<file path="config.mk">
export PLATFORM = sky130hd
export DESIGN_NAME = load_store_unit
export DESIGN_NICKNAME = d
export VERILOG_FILES = /design/src/rtl/lsu_pkg.sv /design/src/rtl/lsu_lane_align.sv /design/src/rtl/load_store_unit.sv
export SDC_FILE = /design/constraint.sdc
export NUM_CORES = 1
export LEC_CHECK = 0
export ABC_AREA = 0
export BUFFER_PORTS_ARGS = -buffer_cell sky130_fd_sc_hd__buf_2
export CORE_MARGIN = 2
export CORE_UTILIZATION = 50
export CTS_CLUSTER_SIZE = 14
export DETAILED_ROUTE_END_ITERATION = 16
export MAX_ROUTING_LAYER = met4
export PLACE_DENSITY = 0.86
export RECOVER_POWER = 50
export SLEW_MARGIN = 20
export SYNTH_ARGS = -nofsm -noshare
export SYNTH_HDL_FRONTEND = slang
export SYNTH_SLANG_ARGS = --single-unit
</file>
<file path="constraint.sdc">
create_clock -name clk -period 3.3 [get_ports clk]
set_clock_uncertainty 0.1 [all_clocks]
set_input_delay 0.33 -clock clk [delete_from_list [all_inputs] [get_ports clk]]
set_output_delay 0.33 -clock clk [all_outputs]
set_load 0.01 [all_outputs]
</file>
<file path="src/rtl/lsu_pkg.sv">
// Shared definitions for the load/store unit: RV32I funct3 codes, FSM state encoding,
// and the funct3 legality check.
package lsu_pkg;

    localparam logic [2:0] F3_LB  = 3'b000;
    localparam logic [2:0] F3_LH  = 3'b001;
    localparam logic [2:0] F3_LW  = 3'b010;
    localparam logic [2:0] F3_LBU = 3'b100;
    localparam logic [2:0] F3_LHU = 3'b101;
    localparam logic [2:0] F3_SB  = 3'b000;
    localparam logic [2:0] F3_SH  = 3'b001;
    localparam logic [2:0] F3_SW  = 3'b010;

    typedef enum logic [2:0] {
        ST_IDLE = 3'd0,
        ST_RD   = 3'd1,
        ST_CAP  = 3'd2,
        ST_WR   = 3'd3,
        ST_RESP = 3'd4
    } lsu_state_t;

    function automatic logic f3_legal(input logic we, input logic [2:0] f3);
        if (we)
            return f3 inside {F3_SB, F3_SH, F3_SW};
        else
            return f3 inside {F3_LB, F3_LH, F3_LW, F3_LBU, F3_LHU};
    endfunction

endpackage

</file>
<file path="src/rtl/lsu_lane_align.sv">
// Combinational byte/halfword lane handling: load extraction with sign/zero extension,
// and read-modify-write merge of store data into the fetched word.
module lsu_lane_align
    import lsu_pkg::*;
(
    input  logic [2:0]  funct3,
    input  logic [1:0]  addr_lo,
    input  logic [31:0] rdata,
    input  logic [31:0] wdata,
    output logic [31:0] load_data,
    output logic [31:0] merged
);

    logic [7:0]  byte_sel;
    logic [15:0] half_sel;

    always_comb begin
        // NOTE: every output gets a default before the case so no path leaves it unassigned (no latch).
        byte_sel  = rdata[{addr_lo, 3'b000} +: 8];
        half_sel  = addr_lo[1] ? rdata[31:16] : rdata[15:0];
        load_data = rdata;
        merged    = wdata;

        case (funct3)
            F3_LB:   load_data = {{24{byte_sel[7]}}, byte_sel};
            F3_LH:   load_data = {{16{half_sel[15]}}, half_sel};
            F3_LBU:  load_data = {24'h0, byte_sel};
            F3_LHU:  load_data = {16'h0, half_sel};
            default: load_data = rdata;
        endcase

        // Halfword lane is chosen by addr[1] alone; addr[0] never shifts the lane.
        case (funct3)
            F3_SB: begin
                merged = rdata;
                merged[{addr_lo, 3'b000} +: 8] = wdata[7:0];
            end
            F3_SH: begin
                merged = rdata;
                if (addr_lo[1])
                    merged[31:16] = wdata[15:0];
                else
                    merged[15:0] = wdata[15:0];
            end
            default: merged = wdata;
        endcase
    end

endmodule

</file>
<file path="src/rtl/load_store_unit.sv">
// Single-port load/store unit: word-only memory, sub-word stores via read-modify-write.
// Define LSU_MISALIGN_TRAP_EN to reject misaligned halfword/word accesses.
module load_store_unit
    import lsu_pkg::*;
#(
    parameter int ADDR_W = 32
) (
    input  logic              clk,
    input  logic              rst_n,
    input  logic              req_valid,
    output logic              req_ready,
    input  logic              req_we,
    input  logic [2:0]        req_funct3,
    input  logic [ADDR_W-1:0] req_addr,
    input  logic [31:0]       req_wdata,
    output logic              resp_valid,
    output logic [31:0]       resp_rdata,
    output logic              resp_err,
    output logic              mem_read,
    output logic              mem_write,
    output logic [ADDR_W-1:0] mem_addr,
    output logic [31:0]       mem_wdata,
    input  logic [31:0]       mem_rdata
);

    lsu_state_t  state;
    logic        we_q;
    logic [2:0]  funct3_q;
    logic [1:0]  addr_lo_q;
    logic [31:0] wdata_q;

    logic        misaligned;
    logic        reject;
    logic [31:0] load_data;
    logic [31:0] merged;

`ifdef LSU_MISALIGN_TRAP_EN
    assign misaligned = ((req_funct3[1:0] == 2'b01) && req_addr[0])
                     || ((req_funct3 == F3_LW) && (req_addr[1:0] != 2'b00));
`else
    assign misaligned = 1'b0;
`endif

    assign reject = !f3_legal(req_we, req_funct3) || misaligned;

    lsu_lane_align u_lane_align (
        .funct3    (funct3_q),
        .addr_lo   (addr_lo_q),
        .rdata     (mem_rdata),
        .wdata     (wdata_q),
        .load_data (load_data),
        .merged    (merged)
    );

    // NOTE: all state and registered outputs use non-blocking assignments so every flop samples pre-edge values.
    always_ff @(posedge clk or negedge rst_n) begin
        if (!rst_n) begin
            state      <= ST_IDLE;
            req_ready  <= 1'b1;
            resp_valid <= 1'b0;
            resp_rdata <= 32'h0;
            resp_err   <= 1'b0;
            mem_read   <= 1'b0;
            mem_write  <= 1'b0;
            mem_addr   <= '0;
            mem_wdata  <= 32'h0;
            we_q       <= 1'b0;
            funct3_q   <= 3'b000;
            addr_lo_q  <= 2'b00;
            wdata_q    <= 32'h0;
        end else begin
            case (state)
                ST_IDLE: begin
                    if (req_valid) begin
                        we_q       <= req_we;
                        funct3_q   <= req_funct3;
                        addr_lo_q  <= req_addr[1:0];
                        wdata_q    <= req_wdata;
                        req_ready  <= 1'b0;
                        resp_rdata <= 32'h0;
                        resp_err   <= 1'b0;
                        if (reject) begin
                            resp_err   <= 1'b1;
                            resp_valid <= 1'b1;
                            state      <= ST_RESP;
                        end else if (req_we && (req_funct3 == F3_SW)) begin
                            mem_write <= 1'b1;
                            mem_addr  <= {req_addr[ADDR_W-1:2], 2'b00};
                            mem_wdata <= req_wdata;
                            state     <= ST_WR;
                        end else begin
                            // Loads and SB/SH both fetch the containing word first.
                            mem_read <= 1'b1;
                            mem_addr <= {req_addr[ADDR_W-1:2], 2'b00};
                            state    <= ST_RD;
                        end
                    end
                end
                ST_RD: begin
                    mem_read <= 1'b0;
                    state    <= ST_CAP;
                end
                ST_CAP: begin
                    if (we_q) begin
                        mem_write <= 1'b1;
                        mem_wdata <= merged;
                        state     <= ST_WR;
                    end else begin
                        resp_rdata <= load_data;
                        resp_valid <= 1'b1;
                        state      <= ST_RESP;
                    end
                end
                ST_WR: begin
                    mem_write  <= 1'b0;
                    resp_valid <= 1'b1;
                    state      <= ST_RESP;
                end
                ST_RESP: begin
                    resp_valid <= 1'b0;
                    req_ready  <= 1'b1;
                    state      <= ST_IDLE;
                end
                default: begin
                    mem_read   <= 1'b0;
                    mem_write  <= 1'b0;
                    resp_valid <= 1'b0;
                    req_ready  <= 1'b1;
                    state      <= ST_IDLE;
                end
            endcase
        end
    end

endmodule
</file>
==> results.sh <==
export IMPL_timing_max_transition_violations_final=65
export IMPL_yosys_most_used_dff="dfrtp_1"
export IMPL_post_cts_resized_instances=0
export IMPL_floorplan_io_pins=204
export IMPL_timing_critical_path_fanout_max=20
export IMPL_gp_weighted_congestion=1.04
export IMPL_tritoncts="yes"
export IMPL_dp_hpwl_um=15300
export IMPL_synthToLayoutAreaGrowth_pct=23.1
export IMPL_yosys_area_top_type_share_pct=50.2
export IMPL_power_per_cell_area_nw_per_um2=1030
export IMPL_route_detailed_vias_per_inst=6.27
export IMPL_power_clock_fraction_pct=20.1
export IMPL_clockRootBuffer="clkbuf_16"
export IMPL_placed_area_um2=8090
export IMPL_yosysSeqAreaShare_pct=50.6
export IMPL_global_route_usage_total_pct=29.5
export IMPL_grt_pass1_vias=6179
export IMPL_worstHoldPathType="input port to flip-flop"
export IMPL_fin_crit_ns=2.74
export IMPL_synth_edf_count=0
export IMPL_placement_io_buffers=201
export IMPL_worstSetupEndpointType="flip-flop"
export IMPL_failed_checks="capacitance limit, slew limit"
export IMPL_synth_cell_area_um2=6930
export IMPL_grt_ovfl_total=0
export IMPL_setup_viol=0
export IMPL_async_s_r_ff_share_synth_pct=100
export IMPL_ff2ff_setup_slack_ns=0.56
export IMPL_worst_setup_path_start_kind="flip-flop"
export IMPL_rr_startpoint="state[0]$_DFFE_PN0N_"
export IMPL_grt_pass1_wl_um=32300
export IMPL_pwr_share_seq_pct=36.8
export IMPL_static_power_due_to_leakage_nw=3.73
export IMPL_final_min_period_over_clock_period_pct=83.1
export IMPL_layout_setup_ws_ns=0.558
export IMPL_ctsHoldBuffers=1
export IMPL_number_of_antenna_violations_at_the_first_check_in_global_routing=0
export IMPL_total_wirelength_um=20900
export IMPL_postSynthRegisterBits=140
export IMPL_postSynthAreaPerCell_um2=11.1
export IMPL_antenna_cells=0
export IMPL_final_cell_area_um2=8530
export IMPL_place_ws_ns=0.861
export IMPL_dr_pass1_iters=5
export IMPL_vias=6280
export IMPL_critical_path_required_ns=3.52
export IMPL_comb_power_share_pct=43.0
export IMPL_worst_ep_arrival_time_ns=2.96
export IMPL_avgRoutedWirePerCell_um=20.8
export IMPL_internal_power_mw=5.25
export IMPL_worst_slew_pin_transition_ns=1.61
export IMPL_max_clock_freq_mhz=365
export IMPL_cts_reportedPaths_clkPinSlew_ns=0.05
export IMPL_numCtsBuffers=17
export IMPL_synth_top_cells_by_area="dfrtp_1 (50%), mux2_2 (12%), a221o_1 (4.2%)"
export IMPL_drt_iter0_markers=704
export IMPL_drv_cap=1
export IMPL_layout_drive_gt1_share_pct=30.2
export IMPL_largest_voltage_drop_on_the_vdd_net_mv=0.551
export IMPL_core_area_um2=13700
export IMPL_critPathCapture="mem_wdata[0]$_DFFE_PN0P_"
export IMPL_final_core_util_pct=62.2
export IMPL_dieHeight_um=122
export IMPL_timing_reg2reg_worst_path_depth=5
export IMPL_post_synth_top_area_cell="dfrtp_1"
export IMPL_tritoncts_num_sinks=140
export IMPL_detail_route_drc_violations=0
export IMPL_htreeDepth=4
export IMPL_post_cts_setup_buffer_count=0
export IMPL_core_rowCount=43
export IMPL_post_synth_inst_count=625
export IMPL_grt_max_degree=66
export IMPL_fin_nets=921
export IMPL_postRouteAntennaNets=0
export IMPL_startpoint="state[0]$_DFFE_PN0N_"
export IMPL_synth_cell_types=57
export IMPL_worst_skew_pair_late_latency_ns=0.42
export IMPL_clock_path_buffers=2
export IMPL_power_switching_mw=3.52
export IMPL_grt_setup_unrepaired="false"
export IMPL_die_width_um=122
export IMPL_die_area_um2=14800
export IMPL_effective_utilization_at_floorplan_pct=50.5
export IMPL_p_sw_share_pct=40.2
export IMPL_setup_tns_ns=0
export IMPL_outcome="finished with violations"
export IMPL_timing_slew_headroom_pct=-7.63
export IMPL_worstSetupPathType="flip-flop to flip-flop"
export IMPL_yosys_warnings=0
export IMPL_worst_r2r_endpoint="mem_wdata[0]$_DFFE_PN0P_"
export IMPL_final_hold_violation_count=0
-- worst min-delay path by stage --
stage,start,end,cells past startpoint
3_5_place_dp,rst_n,mem_wdata[16]$_DFFE_PN0P_,1
3_3_place_gp,rst_n,mem_wdata[17]$_DFFE_PN0P_,1
5_1_grt,req_addr[6],mem_addr[6]$_DFFE_PN0P_,2
6_report,req_addr[20],mem_addr[20]$_DFFE_PN0P_,2
4_1_cts,req_addr[20],mem_addr[20]$_DFFE_PN0P_,2
2_1_floorplan,rst_n,addr_lo_q[0]$_DFFE_PN0P_,0
-- placed cells by master, fill, tap and decap left out, types with 3 or more instances in the layout --
master and count:
nand2b_1 4, o21a_1 4, a221o_1 29, or3_1 7
buf_4 13, a22o_1 5, a21boi_0 4, nor3b_1 5
o21ai_0 55, nor3_1 5, a211oi_1 3, nor2_1 13
inv_1 7, a22oi_1 7, clkbuf_1 79, clkbuf_16 17
clkbuf_8 4, o221ai_1 10, a21oi_1 24, buf_2 126
nand4_1 8, mux2_1 3, and2_1 5, nor2b_1 11
a221oi_1 20, o22ai_1 13, mux2i_1 10, nand3_1 6
ha_1 5, dfrtp_1 139, nand2_1 55, mux2_2 71
a31oi_1 16
-- critical path, stage by stage (launching register included) --
cell	delay [ns]
dfrtp_1	0.52
nor4b_1	0.67
buf_4	0.26
and2_1	0.65
o22ai_1	0.20
o21ai_0	0.23
-- power by group through the flow --
| stage | sequential [mW] | combinational (mW) | clock, mW |
|---|---|---|---|
| floorplan | 3.24 | 2.41 | 0 |
| global placement | 3.18 | 3.71 | 0 |
| detailed placement | 3.21 | 3.83 | 0 |
| CTS | 3.20 | 3.87 | 1.78 |
| global route | 3.33 | 4.13 | 1.86 |
| finish | 3.23 | 3.78 | 1.77 |
-- sequential cells by signal, indices dropped and copies added, names as in the netlist --
register and cells:
mem_wdata 32, resp_rdata 32, wdata_q 32, mem_addr 30, funct3_q 3, state 3
addr_lo_q 2, mem_read 1, mem_write 1, req_ready 1, resp_err 1, resp_valid 1
we_q 1
-- metal layers --
metal	GRT usage (%)	vias to the layer above	wire length, um
met2	44.9	419	9710
met4	12.9	0	809
met3	6.74	71	2060
li1	-	2753	-
met5	-	-	0
met1	37.9	3037	8300
-- final cells by class --
type / instances / area, um^2
clock buffer: 26 / 499
fill: 1156 / 5190
multi-input combinational: 430 / 3190
tap: 180 / 225
inverter: 8 / 30.0
sequential: 140 / 3500
clock inverter: 2 / 35.0
timing repair buffer: 216 / 1040
-- cell families (layout without fill, tap and decap cells) --
kind of cell	count (synthesis)	count (layout)	share of synthesized area, %
AOI/OAI and AO/OA	205	205	20.8
DFF	140	140	50.6
and+or+nand+nor	133	133	10.0
muxes	85	85	13.8
buffers and inverters	56	252	3.79
adders and majority gates	5	5	0.903
other	1	2	0.0541
-- stage by stage --
stage / power, mW / cells / hold WS, ns
global route: 9.31 / 1002 / 0.0249
detailed placement: 7.04 / 973 / 0.256
finish: 8.77 / 1002 / 0.0220
CTS: 8.85 / 1002 / 0.0181
floorplan: 5.64 / 626 / -0.0656
global placement: 6.90 / 973 / 0.255
-- cells in the mapped netlist, types with 8 or more instances --
| master | number |
|---|---|
| a21oi_1 | 25 |
| a221o_1 | 29 |
| a221oi_1 | 20 |
| a31oi_1 | 16 |
| buf_2 | 21 |
| clkbuf_1 | 18 |
| dfrtp_1 | 139 |
| mux2_2 | 71 |
| mux2i_1 | 10 |
| nand2_1 | 55 |
| nand4_1 | 8 |
| nor2_1 | 13 |
| nor2b_1 | 11 |
| o21ai_0 | 55 |
| o221ai_1 | 10 |
| o22ai_1 | 13 |
(Power assumes the default switching activity.)
